--- config.mk ---
export PLATFORM = sky130hd
export DESIGN_NAME = vdp_bus_bridge
export DESIGN_NICKNAME = d
export VERILOG_FILES = /design/src/rtl/vdp_bus_bridge.sv
export SDC_FILE = /design/constraint.sdc
export NUM_CORES = 1
export LEC_CHECK = 0
export CORE_MARGIN = 1
export CORE_UTILIZATION = 47
export DETAILED_ROUTE_END_ITERATION = 8
export PLACE_DENSITY_LB_ADDON = 0.08
export SYNTH_ARGS = -nofsm -noshare
export SYNTH_HDL_FRONTEND = slang
export SYNTH_SLANG_ARGS = --single-unit
--- constraint.sdc ---
create_clock -name clk -period 2.52 [get_ports clk]
set_input_delay 0.504 -clock clk [delete_from_list [all_inputs] [get_ports clk]]
set_output_delay 0.504 -clock clk [all_outputs]
set_load 0.01 [all_outputs]
--- src/rtl/vdp_bus_bridge.sv ---
// Z80 cartridge I/O bus to VDP CPU-port bridge: synchronises the slow asynchronous
// bus strobes and turns each decoded access into exactly one clean VDP transaction.
module vdp_bus_bridge #(
    parameter logic [7:0] IO_BASE       = 8'h98,
    parameter int         STROBE_CYCLES = 2,
    parameter int         READ_TIMEOUT  = 16
) (
    input  logic       clk,
    input  logic       reset,
    input  logic       bus_iorq_n,
    input  logic       bus_rd_n,
    input  logic       bus_wr_n,
    input  logic [7:0] bus_address,
    input  logic [7:0] bus_wdata,
    output logic [7:0] bus_rdata,
    output logic       bus_rdata_oe,
    output logic       bus_wait_n,
    output logic       vdp_iorq_n,
    output logic       vdp_wr_n,
    output logic       vdp_rd_n,
    output logic       vdp_address,
    output logic [7:0] vdp_wdata,
    input  logic [7:0] vdp_rdata,
    input  logic       vdp_rdata_en
);

    typedef enum logic [2:0] {
        IDLE,
        WR_STROBE,
        RD_STROBE,
        RD_HOLD,
        WAIT_RELEASE
    } state_t;

    localparam logic [7:0] STROBE_LOAD  = 8'(STROBE_CYCLES);
    localparam logic [7:0] TIMEOUT_LOAD = 8'(READ_TIMEOUT);

    state_t     state, state_next;
    logic [1:0] iorq_sync, rd_sync, wr_sync;
    logic [1:0] settle;
    logic       armed, armed_next;
    logic [7:0] count, count_next;
    logic       iorq_n_next, wr_n_next, rd_n_next, address_next;
    logic       wait_n_next, oe_next;
    logic [7:0] wdata_next, rdata_next;
    logic       s_iorq, s_rd, s_wr, hit, released;

    // settle marks when the synchronisers reflect the live bus again after reset
    always_ff @(posedge clk) begin
        if (reset) begin
            iorq_sync <= 2'b11;
            rd_sync   <= 2'b11;
            wr_sync   <= 2'b11;
            settle    <= 2'b00;
        end else begin
            iorq_sync <= {iorq_sync[0], bus_iorq_n};
            rd_sync   <= {rd_sync[0], bus_rd_n};
            wr_sync   <= {wr_sync[0], bus_wr_n};
            settle    <= {settle[0], 1'b1};
        end
    end

    assign s_iorq   = ~iorq_sync[1];
    assign s_rd     = ~rd_sync[1];
    assign s_wr     = ~wr_sync[1];
    assign hit      = s_iorq & (bus_address[7:1] == IO_BASE[7:1]);
    assign released = ~s_iorq | (~s_rd & ~s_wr);

    always_ff @(posedge clk) begin
        if (reset) begin
            state        <= IDLE;
            armed        <= 1'b0;
            count        <= 8'd0;
            vdp_iorq_n   <= 1'b1;
            vdp_wr_n     <= 1'b1;
            vdp_rd_n     <= 1'b1;
            vdp_address  <= 1'b0;
            vdp_wdata    <= 8'h00;
            bus_rdata    <= 8'hFF;
            bus_rdata_oe <= 1'b0;
            bus_wait_n   <= 1'b1;
        end else begin
            state        <= state_next;
            armed        <= armed_next;
            count        <= count_next;
            vdp_iorq_n   <= iorq_n_next;
            vdp_wr_n     <= wr_n_next;
            vdp_rd_n     <= rd_n_next;
            vdp_address  <= address_next;
            vdp_wdata    <= wdata_next;
            bus_rdata    <= rdata_next;
            bus_rdata_oe <= oe_next;
            bus_wait_n   <= wait_n_next;
        end
    end

    always_comb begin
        state_next   = state;
        armed_next   = armed;
        count_next   = count;
        iorq_n_next  = vdp_iorq_n;
        wr_n_next    = vdp_wr_n;
        rd_n_next    = vdp_rd_n;
        address_next = vdp_address;
        wdata_next   = vdp_wdata;
        rdata_next   = bus_rdata;
        oe_next      = bus_rdata_oe;
        wait_n_next  = bus_wait_n;

        case (state)
            IDLE: begin
                // First pass after reset: a Z80 cycle caught mid-flight must end before any new access
                if (!armed) begin
                    if (settle[1]) begin
                        armed_next = 1'b1;
                        state_next = WAIT_RELEASE;
                    end
                end else if (hit & s_wr & ~s_rd) begin
                    address_next = bus_address[0];
                    wdata_next   = bus_wdata;
                    iorq_n_next  = 1'b0;
                    wr_n_next    = 1'b0;
                    count_next   = STROBE_LOAD;
                    state_next   = WR_STROBE;
                end else if (hit & s_rd & ~s_wr) begin
                    address_next = bus_address[0];
                    iorq_n_next  = 1'b0;
                    rd_n_next    = 1'b0;
                    wait_n_next  = 1'b0;
                    count_next   = TIMEOUT_LOAD;
                    state_next   = RD_STROBE;
                end else if (hit & s_rd & s_wr) begin
                    state_next = WAIT_RELEASE;
                end
            end
            WR_STROBE: begin
                if (count == 8'd1) begin
                    iorq_n_next = 1'b1;
                    wr_n_next   = 1'b1;
                    state_next  = WAIT_RELEASE;
                end else begin
                    count_next = count - 8'd1;
                end
            end
            RD_STROBE: begin
                if (vdp_rdata_en || (count == 8'd1)) begin
                    rdata_next  = vdp_rdata_en ? vdp_rdata : 8'hFF;
                    iorq_n_next = 1'b1;
                    rd_n_next   = 1'b1;
                    wait_n_next = 1'b1;
                    oe_next     = 1'b1;
                    state_next  = RD_HOLD;
                end else begin
                    count_next = count - 8'd1;
                end
            end
            RD_HOLD: begin
                if (!(s_rd & s_iorq)) begin
                    oe_next    = 1'b0;
                    state_next = IDLE;
                end
            end
            WAIT_RELEASE: begin
                if (released) begin
                    state_next = IDLE;
                end
            end
            default: state_next = IDLE;
        endcase
    end

endmodule
==> Word level (Yosys, flattened, before mapping) <==
Index checks and enable logic that the tools add are counted.
{ "word_totals": {"reg_bits": 41, "in_bits": 30, "output_inout_bits": 22, "wordCells": 99} }
{ "op_classes": {"addsub": 1, "n_eq_ne": 19, "mux": 36, "bitwise_logic": 12, "reduce_logical": 16} }
{ "op_table": {"columns": ["operator", "count"], "rows": [
  ["2-to-1 mux 8 bit", 6],
  ["2-to-1 mux 3 bit", 9],
  ["case mux 8 bit (3 select lines)", 1],
  ["inequality test 2 bit (second input constant)", 10],
  ["2-to-1 mux 1 bit", 15],
  ["case mux 3 bit (5 select lines)", 1],
  ["AND reduction 5 bit", 3],
  ["AND reduction 3 bit", 3],
  ["AND 1 bit", 8],
  ["equality test 8 x 1 -> 1 bit (second input constant)", 1],
  ["nonzero test 2 bit", 4],
  ["subtractor 8 x 1 -> 8 bit (second input constant)", 1],
  ["equality test 7 bit (second input constant)", 1],
  ["equality test 3 x 2 -> 1 bit (second input constant)", 2],
  ["inequality test 3 bit (second input constant)", 2],
  ["case mux 1 bit (2 select lines)", 3],
  ["AND reduction 6 bit", 1],
  ["inequality test 5 bit (second input constant)", 1],
  ["AND reduction 4 bit", 1],
  ["equality test 3 x 1 -> 1 bit (second input constant)", 1],
  ["equality test 3 bit (second input constant)", 1],
  ["zero test 3 bit", 1],
  ["NOT 1 bit", 3],
  ["case mux 1 bit (3 select lines)", 1],
  ["other kinds (4)", 4]
]} }

==> Longest topological paths before layout <==
{ "logic_depth": {"ltp_word": 9, "depth_mapped": 7, "ltp_nobuf": 7} }

==> Worst setup path after synthesis <==
No wires, ideal clock.
{ "synth_path": {"path_type": "input-to-reg", "from": "in bus_address[6]", "to": "reg state[0]", "setup_time_ns": 0.118, "arrival_time_ns": 1.972, "t_required_ns": 2.402, "setup_slack_ns": 0.430, "path_stages": 5, "path_cell_list": "or4b_4 nor4_4 a31oi_1 or4_4 mux2i_1"} }
{ "synth_via": {"elab_chain_cells": 8, "word_cells_on_any_way": 13, "cone_classes": "eq/ne (2); mux (4); bitwise (6); reduce/logical (1)"} }
{ "synth_lines": {"columns": ["element", "line_no", "rtl"], "rows": [
  ["start, declared", "13", "input logic [7:0] bus_address,"],
  ["equality test 7 bit *", "66", "assign hit = s_iorq & (bus_address[7:1] == IO_BASE[7:1]);"],
  ["AND 1 bit *", "66", null],
  ["AND 1 bit", "125, 132", null],
  ["AND 1 bit", "125", "end else if (hit & s_rd & ~s_wr) begin"],
  ["2-to-1 mux 3 bit", "125", null],
  ["2-to-1 mux 3 bit", "118", "end else if (hit & s_wr & ~s_rd) begin"],
  ["2-to-1 mux 3 bit", "113", "if (!armed) begin"],
  ["case mux 3 bit (5 select lines)", "110", "case (state)"],
  ["end signal, assigned", "83", "state <= state_next;"],
  ["end, declared", "38", "state_t state, state_next;"]
]} }
Mark *: on every way between the ends. The rest lies on a longest branch, timed or not.
A chain may end at the register's enable or synchronous reset.

==> Worst setup path in the final report <==
{ "layout_path": {"from": "in bus_address[6]", "to": "reg vdp_wdata[6]"} }
{ "layout_via": {"elab_chain_cells": 5} }
{ "layout_lines": {"columns": ["element", "line_no", "rtl"], "rows": [
  ["equality test 7 bit", "66", null],
  ["AND 1 bit", "66", null],
  ["AND 1 bit (2 in a row)", "118", null],
  ["AND reduction 3 bit (no line)", null, null],
  ["end signal, assigned", "90", "vdp_wdata <= wdata_next;"],
  ["end, declared", "22", "output logic [7:0] vdp_wdata,"]
]} }
No other way between the ends.

==> impl_metrics.py <==
metrics = {
    "outcome": {
        "outcome": "finished clean",
    },
    "sta": {
        "layout_min_cycle_time_ps": 2270,
        "hold_slack_ps": 411,
        "clock_skew_ps": 8.43,
        "worst_pin_slew_ps": 687,
        "fin_ws_ps": 254,
        "min_period_over_period_pct": 89.9,
        "setup_viol": 0,
        "slew-limit-headroom_pct": 54.2,
        "rsz0062_at_grt": "false",
        "fmax_ghz": 0.441,
        "slew_violations": 0,
        "hold_viol_final": 0,
        "setup-tns-final_ps": 0,
    },
    "layout": {
        "fin_cells": 312,
        "fillers": 317,
        "nNetsFinal": 295,
        "mostFrequentLayoutCell": "clkdlybuf4s50_1",
        "multi_input_area_um2": 907,
        "ff_latch_area_um2": 821,
        "final_cell_mix": "51 x clkdlybuf4s50_1, 41 x dfxtp_1, 40 x nand2_1",
        "antenna_cells": 0,
        "syn2layout_area_growth_pct": 36.3,
        "drive_gt1_share_pct": 11.0,
    },
    "yosys": {
        "synth.distinct_cells": 44,
        "yosysSeqAreaShare_pct": 45.6,
        "synth_area_um2": 1800,
        "synthFlopType": "dfxtp_1",
        "synth_edf_count": 0,
        "syn_inst": 206,
        "synth_simple_gate_area_share_pct": 27.8,
        "synth_top_family_by_area": "simple AND/OR/NAND/NOR gates",
        "synthArstFlopShare_pct": 0,
        "synth_compound_area_share_pct": 19.0,
        "syn-num-nets": 238,
        "synth_fa_ha_area_share_pct": 1.39,
        "muxShareOfSynthArea_pct": 1.67,
        "synth.avg_cell_area_um2": 8.74,
        "synthXorXnorAreaFrac_pct": 0.486,
        "yosysWarnings": 0,
        "synth_seq_cells": 41,
    },
    "global_routing": {
        "track_usage_pct": 22.3,
        "gr-total-overflow": 0,
        "top_usage_layer": "met2",
        "grt_pass1_vias": 1594,
        "grt_use_met1_pct": 25.8,
        "grt_pass1_wl_um": 7070,
        "antenna_found_initial": 0,
        "grt_util_met2_pct": 38.7,
        "grt_max_degree": 14,
        "grtUsageMet3_pct": 7.14,
    },
    "critical_path": {
        "cp-endpoint": "vdp_wdata[6]",
        "regToRegSetupSlack_ps": 490,
        "r2r-end": "state[0]",
        "startpoint": "bus_address[6]",
        "start_kind": "input port",
        "crit_path_max_fanout": 10,
        "required_ps": 2750,
        "path_class": "in2reg",
        "reg2regPathDepth": 5,
        "reg2reg_from": "count[0]",
        "cp-end-kind": "flip-flop",
        "cp_data_arrival_time_ps": 2490,
    },
    "min_path": {
        "hold_path_class": "reg2reg",
        "hold_depth": 1,
    },
    "route": {
        "routedWlPerCell_um": 13.1,
        "drt_iter0_drc": 102,
        "ant_nets": 0,
        "drt-pass1-iter-count": 4,
        "drt_wl_total_um": 4100,
        "drc_errors": 0,
        "vias": 1650,
        "vias_per_cell": 5.29,
    },
    "die": {
        "die-area_um2": 4080,
        "dieHeight_um": 63.9,
        "core_area_um2": 3660,
        "num_io_pins": 52,
        "dieWidth_um": 63.9,
        "initial_core_util_pct": 49.2,
        "rows": 22,
    },
    "power_and_ir_drop": {
        "power_leakage_nw": 0.875,
        "total_power_w": 0.00124,
        "ir_drop_uv": 457,
        "power_density_nw_per_um2": 504,
    },
    "clock_tree": {
        "clk_path_buf_depth": 2,
        "cts_tree": "yes",
        "post_cts_buffers": 0,
        "cts_sinks": 41,
        "htree_levels": 2,
        "clock_latency_ps": 300,
        "cts_buffers": 5,
        "cts-resized-gates": 0,
        "hold_buffers": 0,
        "cts_root_buffer": "clkbuf_8",
        "path_clk_slew_ps": 80,
    },
    "run": {
        "maxCapViolations": 0,
    },
    "placement": {
        "place_congestion": 0.806,
        "dp_slack_ps": -64.9,
        "hpwl_um": 3020,
        "io_buffer_count": 51,
        "dpl.cell_count": 304,
    },
}
-- cell families after synthesis --
logic type | count (synthesis)
simple gates | 92
compound gates | 54
flops | 41
buf+inv | 13
mux | 3
fa+ha+maj | 2
xor+xnor | 1
-- final cells by class --
type                            instances  area share (%)
Sequential cell                        41            33.5
Multi-Input combinational cell        152            37.0
Tap cell                               48            2.45
Timing Repair Buffer                   59            23.3
Clock buffer                            8            3.26
Inverter                                4           0.612
-- critical path: stages --
cell and delay [ps]:
clkdlybuf4s50_1 400, or4b_4 540, nor4_4 250, buf_4 220, and3_1 330, nand2_1 90, a21oi_1 160
-- routing by layer --
layer	share of wire, %	routed length (um)
met1	45	1830
met2	50	2040
met3	3.6	149
met4	1.9	76
met5	0	0
-- cell usage after synthesis, types with 2 or more instances --
library cell,n,area [um^2]
a21boi_1,2,15.0
a21oi_1,16,80.1
a311oi_1,3,26.3
a31oi_1,8,50.1
buf_4,2,15.0
buf_6,2,22.5
clkbuf_1,4,15.0
dfxtp_1,41,821
ha_1,2,25.0
inv_1,4,15.0
mux2i_1,3,30.0
nand2_1,40,150
nand2b_1,6,37.5
nand3_1,3,15.0
nand3b_1,4,30.0
nor2_1,12,45.0
nor2b_1,2,12.5
nor3_1,3,15.0
nor3_2,3,30.0
nor4_1,3,18.8
o21ai_0,3,15.0
o21ai_1,4,20.0
o22ai_1,9,56.3
o2bb2ai_1,2,17.5
or2_2,6,37.5
-- power by group --
part           total (W)  leakage [nW]  switching (W)  internal (W)
clock           0.000407        0.0395       0.000210      0.000197
sequential      0.000684         0.333      0.0000196      0.000665
combinational   0.000145         0.502      0.0000613     0.0000841
total            0.00124         0.875       0.000291      0.000945
-- through the flow --
stage | area, um^2 | util, %
final | 2450 | 67.0
after global routing | 2450 | 67.0
after CTS | 2450 | 67.0
after detailed placement | 2370 | 64.8
after global placement | 2370 | 64.8
after floorplan | 1800 | -
-- flip-flops by register name, indices dropped and copies added (netlist names) --
| signal | flops |
|---|---|
| iorq_sync | 2 |
| bus_rdata | 8 |
| vdp_rd_n | 1 |
| state | 3 |
| wr_sync | 2 |
| rd_sync | 2 |
| vdp_iorq_n | 1 |
| vdp_wdata | 8 |
| count | 8 |
| vdp_address | 1 |
| settle | 2 |
| armed | 1 |
| bus_rdata_oe | 1 |
| vdp_wr_n | 1 |
-- worst min-delay path by stage --
stage            startpoint           end  slack (ps)
5_1_grt        iorq_sync[0]  iorq_sync[1]         420
3_3_place_gp   iorq_sync[0]  iorq_sync[1]         390
6_report       iorq_sync[0]  iorq_sync[1]         410
2_1_floorplan  iorq_sync[0]  iorq_sync[1]         390
3_5_place_dp   iorq_sync[0]  iorq_sync[1]         400
4_1_cts        iorq_sync[0]  iorq_sync[1]         420
Note: power is estimated with default switching activity, not from simulation.
